### src/rtl/alu_chain_seq_if.sv
// Handshake and ALU-side bundle for alu_chain_seq: command in, shared ALU drive/return, result out.
// The slave modport is the block's own view; master is the environment (source, ALU, sink).
interface alu_chain_seq_if #(
    parameter int WIDTH = 32,
    parameter int OPW   = 5
);
    logic             in_valid;
    logic             in_ready;
    logic [WIDTH-1:0] in_a;
    logic [WIDTH-1:0] in_b;
    logic [OPW-1:0]   in_op;
    logic [WIDTH-1:0] alu_a;
    logic [WIDTH-1:0] alu_b;
    logic [OPW-1:0]   alu_op;
    logic [WIDTH-1:0] alu_out;
    logic             out_valid;
    logic             out_ready;
    logic [WIDTH-1:0] out_data;
    logic             out_err;
    logic             busy;

    modport slave (
        input  in_valid, in_a, in_b, in_op, alu_out, out_ready,
        output in_ready, alu_a, alu_b, alu_op, out_valid, out_data, out_err, busy
    );

    modport master (
        output in_valid, in_a, in_b, in_op, alu_out, out_ready,
        input  in_ready, alu_a, alu_b, alu_op, out_valid, out_data, out_err, busy
    );
endinterface

### src/rtl/alu_chain_seq.sv
// Runs the 4-pass chain t1=f(A,B), t2=f(t1,B), t3=f(t1,t2), OUT=f(t3,t2) on one shared
// combinational ALU, one pass per cycle, between a valid/ready source and sink.
module alu_chain_seq #(
    parameter int WIDTH  = 32,
    parameter int OPW    = 5,
    parameter int OP_MAX = 6
) (
    input logic            clk,
    input logic            rst,
    alu_chain_seq_if.slave io_bus
);

    typedef enum logic [2:0] {
        IDLE,
        P1,
        P2,
        P3,
        P4,
        DONE
    } state_t;

    state_t           r_state;
    logic             r_inReady;
    logic             r_outValid;
    logic             r_outErr;
    logic [WIDTH-1:0] r_outData;
    logic [WIDTH-1:0] r_b;
    logic [WIDTH-1:0] r_t1;
    logic [WIDTH-1:0] r_t2;
    logic [WIDTH-1:0] r_aluA;
    logic [WIDTH-1:0] r_aluB;
    logic [OPW-1:0]   r_aluOp;
    logic             w_accept;
    logic             w_illegalOp;

    assign w_accept    = io_bus.in_valid && r_inReady;
    assign w_illegalOp = (io_bus.in_op > OPW'(OP_MAX));

    // ALU operands are registered one pass ahead, so r_aluA/r_aluB already hold t3/t2 during P4
    // and the opcode register doubles as the latched command opcode.
    always_ff @(posedge clk) begin
        if (rst) begin
            r_state    <= IDLE;
            r_inReady  <= 1'b1;
            r_outValid <= 1'b0;
            r_outErr   <= 1'b0;
            r_outData  <= '0;
            r_b        <= '0;
            r_t1       <= '0;
            r_t2       <= '0;
            r_aluA     <= '0;
            r_aluB     <= '0;
            r_aluOp    <= '0;
        end else begin
            case (r_state)
                IDLE: begin
                    if (w_accept) begin
                        r_inReady <= 1'b0;
                        r_b       <= io_bus.in_b;
                        if (w_illegalOp) begin
                            r_outErr   <= 1'b1;
                            r_outData  <= '0;
                            r_outValid <= 1'b1;
                            r_state    <= DONE;
                        end else begin
                            r_aluA  <= io_bus.in_a;
                            r_aluB  <= io_bus.in_b;
                            r_aluOp <= io_bus.in_op;
                            r_state <= P1;
                        end
                    end
                end
                P1: begin
                    r_t1    <= io_bus.alu_out;
                    r_aluA  <= io_bus.alu_out;
                    r_aluB  <= r_b;
                    r_state <= P2;
                end
                P2: begin
                    r_t2    <= io_bus.alu_out;
                    r_aluA  <= r_t1;
                    r_aluB  <= io_bus.alu_out;
                    r_state <= P3;
                end
                P3: begin
                    r_aluA  <= io_bus.alu_out;
                    r_aluB  <= r_t2;
                    r_state <= P4;
                end
                P4: begin
                    r_outData  <= io_bus.alu_out;
                    r_outValid <= 1'b1;
                    r_aluA     <= '0;
                    r_aluB     <= '0;
                    r_aluOp    <= '0;
                    r_state    <= DONE;
                end
                DONE: begin
                    if (io_bus.out_ready) begin
                        r_outValid <= 1'b0;
                        r_outErr   <= 1'b0;
                        r_inReady  <= 1'b1;
                        r_state    <= IDLE;
                    end
                end
                default: r_state <= IDLE;
            endcase
        end
    end

    assign io_bus.in_ready  = r_inReady;
    assign io_bus.alu_a     = r_aluA;
    assign io_bus.alu_b     = r_aluB;
    assign io_bus.alu_op    = r_aluOp;
    assign io_bus.out_valid = r_outValid;
    assign io_bus.out_data  = r_outData;
    assign io_bus.out_err   = r_outErr;
    assign io_bus.busy      = (r_state != IDLE);

endmodule

### src/flat_wrapper.sv
// flat-port wrapper written by rule: the top's interface ports become plain ports
module alu_chain_seq_flat 
#(
    parameter int WIDTH  = 32,
    parameter int OPW    = 5,
    parameter int OP_MAX = 6
)
  (clk, rst, io_bus_in_valid, io_bus_in_a, io_bus_in_b, io_bus_in_op, io_bus_alu_out, io_bus_out_ready, io_bus_in_ready, io_bus_alu_a, io_bus_alu_b, io_bus_alu_op, io_bus_out_valid, io_bus_out_data, io_bus_out_err, io_bus_busy);
  alu_chain_seq_if #(.WIDTH(WIDTH), .OPW(OPW)) io_bus_i ();
  input logic clk;
  input logic rst;
  input wire logic [$bits(io_bus_i.in_valid)-1:0] io_bus_in_valid;
  input wire logic [$bits(io_bus_i.in_a)-1:0] io_bus_in_a;
  input wire logic [$bits(io_bus_i.in_b)-1:0] io_bus_in_b;
  input wire logic [$bits(io_bus_i.in_op)-1:0] io_bus_in_op;
  input wire logic [$bits(io_bus_i.alu_out)-1:0] io_bus_alu_out;
  input wire logic [$bits(io_bus_i.out_ready)-1:0] io_bus_out_ready;
  output wire logic [$bits(io_bus_i.in_ready)-1:0] io_bus_in_ready;
  output wire logic [$bits(io_bus_i.alu_a)-1:0] io_bus_alu_a;
  output wire logic [$bits(io_bus_i.alu_b)-1:0] io_bus_alu_b;
  output wire logic [$bits(io_bus_i.alu_op)-1:0] io_bus_alu_op;
  output wire logic [$bits(io_bus_i.out_valid)-1:0] io_bus_out_valid;
  output wire logic [$bits(io_bus_i.out_data)-1:0] io_bus_out_data;
  output wire logic [$bits(io_bus_i.out_err)-1:0] io_bus_out_err;
  output wire logic [$bits(io_bus_i.busy)-1:0] io_bus_busy;
  assign io_bus_i.in_valid = io_bus_in_valid;
  assign io_bus_i.in_a = io_bus_in_a;
  assign io_bus_i.in_b = io_bus_in_b;
  assign io_bus_i.in_op = io_bus_in_op;
  assign io_bus_i.alu_out = io_bus_alu_out;
  assign io_bus_i.out_ready = io_bus_out_ready;
  assign io_bus_in_ready = io_bus_i.in_ready;
  assign io_bus_alu_a = io_bus_i.alu_a;
  assign io_bus_alu_b = io_bus_i.alu_b;
  assign io_bus_alu_op = io_bus_i.alu_op;
  assign io_bus_out_valid = io_bus_i.out_valid;
  assign io_bus_out_data = io_bus_i.out_data;
  assign io_bus_out_err = io_bus_i.out_err;
  assign io_bus_busy = io_bus_i.busy;
  alu_chain_seq #(.WIDTH(WIDTH), .OPW(OPW), .OP_MAX(OP_MAX)) u_core (.clk(clk), .rst(rst), .io_bus(io_bus_i));
endmodule
### config.mk
export PLATFORM = sky130hd
export DESIGN_NAME = alu_chain_seq_flat
export DESIGN_NICKNAME = d
export VERILOG_FILES = /design/src/rtl/alu_chain_seq_if.sv /design/src/rtl/alu_chain_seq.sv /design/src/flat_wrapper.sv
export SDC_FILE = /design/constraint.sdc
export NUM_CORES = 1
export LEC_CHECK = 0
export CAP_MARGIN = 10
export CORE_MARGIN = 2
export CORE_UTILIZATION = 45
export CTS_BUF_LIST = sky130_fd_sc_hd__clkbuf_8
export CTS_CLUSTER_SIZE = 30
export DETAILED_ROUTE_END_ITERATION = 8
export MAX_ROUTING_LAYER = met4
export PLACE_DENSITY = 0.74
export SYNTH_ARGS = -nofsm -noshare
export SYNTH_HDL_FRONTEND = slang
export SYNTH_SLANG_ARGS = --single-unit
### constraint.sdc
create_clock -name clk -period 2.3 [get_ports clk]
set_clock_uncertainty 0.05 [all_clocks]
set_input_delay 0.23 -clock clk [delete_from_list [all_inputs] [get_ports clk]]
set_output_delay 0.23 -clock clk [all_outputs]
set_load 0.01 [all_outputs]
==> flow_metrics.tcl, run 1 <==
set metrics [dict create \
    critPathSlowestCell "clkdlybuf4s50_1" \
    synth_flop_cell "dfxtp_1" \
    wl_mm 25.5 \
    final-seq-area_mm2 0.00407 \
    highest_layer "met4" \
    start_util 0.455 \
    wl_met1_mm 11.0 \
    clock-sinks 203 \
    max_stage_delay_ns 0.53 \
    core_area_mm2 0.0186 \
    vias 7497 \
    synth_commonest_cells "dfxtp_1, nand2_1, a21oi_1" \
    grt_start_max_net_pins 82 \
    gr-total-overflow 0 \
    cellPowerDensity_mw_per_mm2 1000 \
    required_ns 2.02 \
    antenna_left 0 \
    antenna_found_initial 0 \
    syn_inst 891 \
    p_leak_nw 4.44 \
    drtPass1Iterations 5 \
    drc 0 \
    ys_ff_latch 203 \
    ys_seq_area_frac 0.481 \
    post-route-min-period_ns 2.21 \
    dp.cells 1298 \
    drive_gt1_frac 0.147 \
    synth_top_area_cell "dfxtp_1" \
    holdBufCountCts 0 \
    min_period_over_period 0.960 \
    cp_cell_sequence "or3_1 -> clkdlybuf4s50_1" \
    grt_pass1_wl_mm 39.0 \
    yosys.cell_count.top_type "dfxtp_1" \
    post-cts-setup-buffers 0 \
    root_buffer "clkbuf_8" \
    dieHeight_um 141 \
    vias_per_cell 5.51 \
    cts_buffer_depth 3 \
    die_area_mm2 0.0199 \
    chipWidth_um 141 \
    postSynthAreaPerCell_um2 9.49 \
    wl_met2_mm 12.0 \
    cp_max_fo 15 \
    placed_area_mm2 0.0109 \
    multi_input_area_mm2 0.00390 \
    fin_tns_setup_ns 0 \
    relSlewSlack 0.433 \
    arrival_ns 1.93 \
    status "finished, final reports clean" \
    clock_latency_ns 0.53 \
    grt_pass1_vias 7117 \
    grt_use_total 0.256 \
    hold_viol_final 0 \
    holdWs_ns 0.117 \
    path_clk_slew_ns 0.07 \
    cts_tree "built" \
    htreeDepth 2 \
    std_cell_rows 50 \
    place_hpwl_mm 17.0 \
    cts_resized 0 \
    setup_viol 0 \
    rsz0062_at_grt "no" \
    fin_area_mm2 0.0116 \
    synth_async_sr_flop_share 0 \
    area_growth_syn_to_layout_pct 37.5 \
    fin_cells 1360 \
    cap_violations 0 \
    met3_length_mm 1.71 \
    fill_cells 1580 \
    synthTopCellsByArea "dfxtp_1, mux4_2, nand2_1, a21oi_1, mux2i_1" \
    tightestPinTransition_ns 0.851 \
    crit_type "register to output pin" \
    slew_violations 0 \
    ir_worst_vdd_mv 0.540 \
    yosysUniqueCellTypes 39 \
    max_freq_ghz 0.453 \
    antenna_cells 0 \
    synth_area_mm2 0.00845 \
    yosysWarnings 0 \
    port-buffer-count 209 \
    layout.nets 1206 \
    gp_congestion 0.896 \
    ios 210 \
    drt_iter0_markers 496 \
    critPathLaunchType "register" \
    syn-num-nets 996 \
    wl_per_cell_um 18.8 \
    numCtsBuffers 35 \
    fin_util 0.625 \
    synth-edff-count 0 \
    endpoint_kind "output pin" \
    synth_top_area_share 0.481 \
    holdCritPathClass "input pin to register" \
]
-- placed cells by master (no fill, tap or decap), types with 2 or more instances in the layout --
master,instances
clkdlybuf4s50_1,208
dfxtp_1,200
nand2_1,135
a21oi_1,72
nor2_1,69
inv_1,47
clkbuf_8,47
buf_4,41
mux2i_1,36
o2bb2ai_1,36
a22oi_1,35
a2bb2oi_1,33
o22ai_1,32
or2_2,31
mux4_2,28
a22o_1,28
buf_12,7
o221ai_1,4
and2_1,3
nor3_1,3
nand3b_1,3
o21ai_0,3
dfxtp_2,3
nor3b_1,2
nand2b_1,2
o21bai_1,2
-- cell families (layout without fill, tap and decap cells) --
kind of cell	after synthesis	in the layout	synth area share
AO/OA/AOI/OAI	251	251	0.213
buffers and inverters	116	351	0.0594
flip-flops	203	203	0.481
multiplexers	64	64	0.117
AND/OR/NAND/NOR	257	257	0.130
-- worst max-delay path: cells and delay by family, from the launching register on --
kind | cells | cell delay (ns)
simple gates | 1 | 0.44
flops | 1 | 0.43
buf+inv | 1 | 0.53
-- cell type report --
type / count / share of cell area
inverter: 33 / 0.0107
multi-input combinational: 572 / 0.336
clock buffer: 47 / 0.0557
sequential: 203 / 0.350
timing repair buffer: 256 / 0.218
tap: 234 / 0.0252
clock inverter: 15 / 0.00495
-- state kept, by name (all words and copies together), names as in the netlist, 3 cells and up --
| register | cells |
|---|---|
| u_core.r_t1 | 32 |
| u_core.io_bus.alu_b | 32 |
| u_core.r_b | 32 |
| u_core.io_bus.out_data | 32 |
| u_core.io_bus.alu_op | 5 |
| u_core.r_t2 | 32 |
| u_core.r_state | 3 |
| u_core.io_bus.alu_a | 32 |
-- metal layers --
metal / vias up / track usage
li1: 3588 / -
met2: 298 / 0.399
met5: - / -
met3: 60 / 0.0479
met1: 3551 / 0.328
met4: 0 / 0.107
-- power by group --
group	total [mW]	internal [mW]	switching (mW)
clock	3.27	1.81	1.46
combinational	3.93	2.00	1.93
sequential	4.46	4.09	0.368
-- worst paths after layout --
| path | startpoint | end | slack (ns) | depth (start not counted) |
|---|---|---|---|---|
| min reg2reg | u_core.r_t2[10] | u_core.r_t2[10] | 0.40 | 2 |
| min | rst | u_core.io_bus.alu_op[2] | 0.12 | 3 |
| max | u_core.r_state[0] | io_bus_busy | 0.09 | 2 |
| max reg2reg | u_core.r_state[0] | u_core.io_bus.out_data[15] | 0.39 | 5 |
-- through the flow --
step / power [mW] / worst slack [ns]
CTS: 11.7 / 0.0769
global route: 12.2 / 0.0394
floorplan: 6.78 / 0.502
detailed placement: 8.43 / 0.121
global placement: 8.39 / 0.165
finish: 11.7 / 0.0909
(Power assumes the default switching activity.)
==> run 2: changes to the inputs <==
SLEW_MARGIN = 20   (was unset)
==> results of run 2 <==
Final layout, timing and power as in run 1 (identical DEF).
==> RTL edit (flow settings as in run 2) <==
`WIDTH` is set to 32 in 3 places; all go to 48.
--- a/src/rtl/alu_chain_seq_if.sv
+++ b/src/rtl/alu_chain_seq_if.sv
@@ -2,5 +2,5 @@
 // The slave modport is the block's own view; master is the environment (source, ALU, sink).
 interface alu_chain_seq_if #(
-    parameter int WIDTH = 32,
+    parameter int WIDTH = 48,
     parameter int OPW   = 5
 );
--- a/src/rtl/alu_chain_seq.sv
+++ b/src/rtl/alu_chain_seq.sv
@@ -2,5 +2,5 @@
 // combinational ALU, one pass per cycle, between a valid/ready source and sink.
 module alu_chain_seq #(
-    parameter int WIDTH  = 32,
+    parameter int WIDTH  = 48,
     parameter int OPW    = 5,
     parameter int OP_MAX = 6
--- a/src/flat_wrapper.sv
+++ b/src/flat_wrapper.sv
@@ -2,5 +2,5 @@
 module alu_chain_seq_flat 
 #(
-    parameter int WIDTH  = 32,
+    parameter int WIDTH  = 48,
     parameter int OPW    = 5,
     parameter int OP_MAX = 6
Ports: changed (6 resized); port bits go from 210 to 306. No check against the original RTL was run, so the function may have changed too.
==> RTL edit against run 2 <==
Non-clock buffer count increased by 95. Synthesized area increased by 50%. Sequential cell count increased by 96. Final area increased by 47%. Worst setup slack got worse by 24 ps. Highest routed layer unchanged. Clock power increased by 37%. Wire length increased by 60%. Sequential share of layout area about the same. Total power increased by 53%.
==> RTL edit: results (changes against run 2) <==
[timing]
fin_worst_hold_slack_ps=188  ; was 117 ps
worst_slack_ps=67.1  ; was 90.9 ps
slew_headroom_pct=47.7  ; was 43.3%

[placed_design]
place_ws_ps=-34.0  ; was 121 ps
numPlacedInstances=2042  ; was 1298
dpl_cell_area_mm2=0.0161  ; was 0.0109 mm2
hpwl_um=27400  ; was 17000 um
io_buffer_count=305  ; was 209
place_congestion=0.856  ; was 0.896

[power]
clockPowerShare_pct=25.1  ; was 28.1%
p_leak_nw=6.36  ; was 4.44 nW
p_int_mw=11.6  ; was 7.91 mW
irDropWorstVdd_mv=0.574  ; was 0.540 mV
seq_power_mw=6.75  ; was 4.46 mW

[drt]
first_iter_violations=958  ; was 496
via_count=11800  ; was 7497
drt-total-wl_um=40800  ; was 25500 um
dr_wl_met3_um=3060  ; was 1710 um
wl_met1_um=17400  ; was 11000 um

[yosys]
yosys-top-cells-area=dfxtp_1, nand2_1, mux2i_1  ; was dfxtp_1, mux4_2, nand2_1
ys_seq_area_share_pct=47.1  ; was 48.1%
synthTopCellsByCount=dfxtp_1, nand2_1, a21oi_1, a2bb2oi_1, mux2i_1  ; was dfxtp_1, nand2_1, a21oi_1, nor2_1, clkbuf_1
syn_area_per_cell_um2=8.78  ; was 9.49 um2
syn_nets=1600  ; was 996
synthDistinctLibCells=47  ; was 39

[critical_path]
reg2reg_from=u_core.r_state[0]  ; unchanged
crit_path_max_fanout=14  ; was 15
arrival_ps=1950  ; was 1930 ps
critical_path.startpoint=u_core.r_state[2]  ; was u_core.r_state[0]
crit_family=buffers and inverters  ; unchanged
rrSetupSlack_ps=280  ; was 390 ps
slowest_delay_ps=550  ; was 530 ps
r2r-end=u_core.io_bus.alu_a[30]  ; was u_core.io_bus.out_data[15]

[cells_and_area]
multiInputGateArea_mm2=0.00599  ; was 0.00390 mm2
inverters=51  ; was 33
regArea_mm2=0.00600  ; was 0.00407 mm2
drive_gt1_share_pct=7.80  ; was 14.7%
buf_share_pct=20.6  ; was 21.8%
seq_cells=299  ; was 203
fin_cells=2136  ; was 1360
n_antenna_cell=2  ; was 0
clock_buffers=61  ; was 47
layout.nets=1872  ; was 1206
buffers=351  ; was 256
clk_share_pct=5.58  ; was 6.06%

[global_routing]
antenna_found_initial=1  ; was 0
grt.met2_usage_pct=44.4  ; was 39.9%
grt_usage_pct=27.8  ; was 25.6%
grt_max_degree=108  ; was 82
grt_pass1_vias=11200  ; was 7117
met3_usage_pct=6.25  ; was 4.79%
grt_use_met1_pct=35.1  ; was 32.8%
grt_first_pass_wirelength_um=62700  ; was 39000 um

[hold_path]
min-delay-start=io_bus_in_b[16]  ; was rst
whs_endpoint=u_core.r_b[16]  ; was u_core.io_bus.alu_op[2]

[clock_network]
cts_made_buffers=50  ; was 35
insertion_delay_ps=570  ; was 530 ps

[status]
outcome=completed  ; unchanged

RTL edit: cell types whose count changed after synthesis, moves of 28 or more:
cell       change
mux2i_1       +53
a2bb2oi_1     +58
or2_2         -31
a22o_1        -28
nand2_1      +156
nand2b_1      +46
o211ai_1      +43
dfxtp_1       +96
a21oi_1       +84
RTL edit: cell families (layout without fill, tap and decap cells):
family                   Yosys count  in the layout  synth area share, %
AO/OA/AOI/OAI                    451            451                 24.6
AND/OR/NAND/NOR                  420            420                 14.1
flip-flops                       299            299                 47.1
buffers and inverters            182            491                 6.43
multiplexers                      93             93                 7.63
adder cells (fa/ha/maj)            1              1               0.0788
XOR/XNOR                           1              1                0.128
other                              0              2                    0
RTL edit: what timing repair did:
item	4_1_cts	5_1_grt
hold buffers	1	0
setup buffers	0	1
gates resized for setup	0	0
endpoints found under the setup margin	1	1
hold endpoints to repair	8	0
pin swaps	1	1
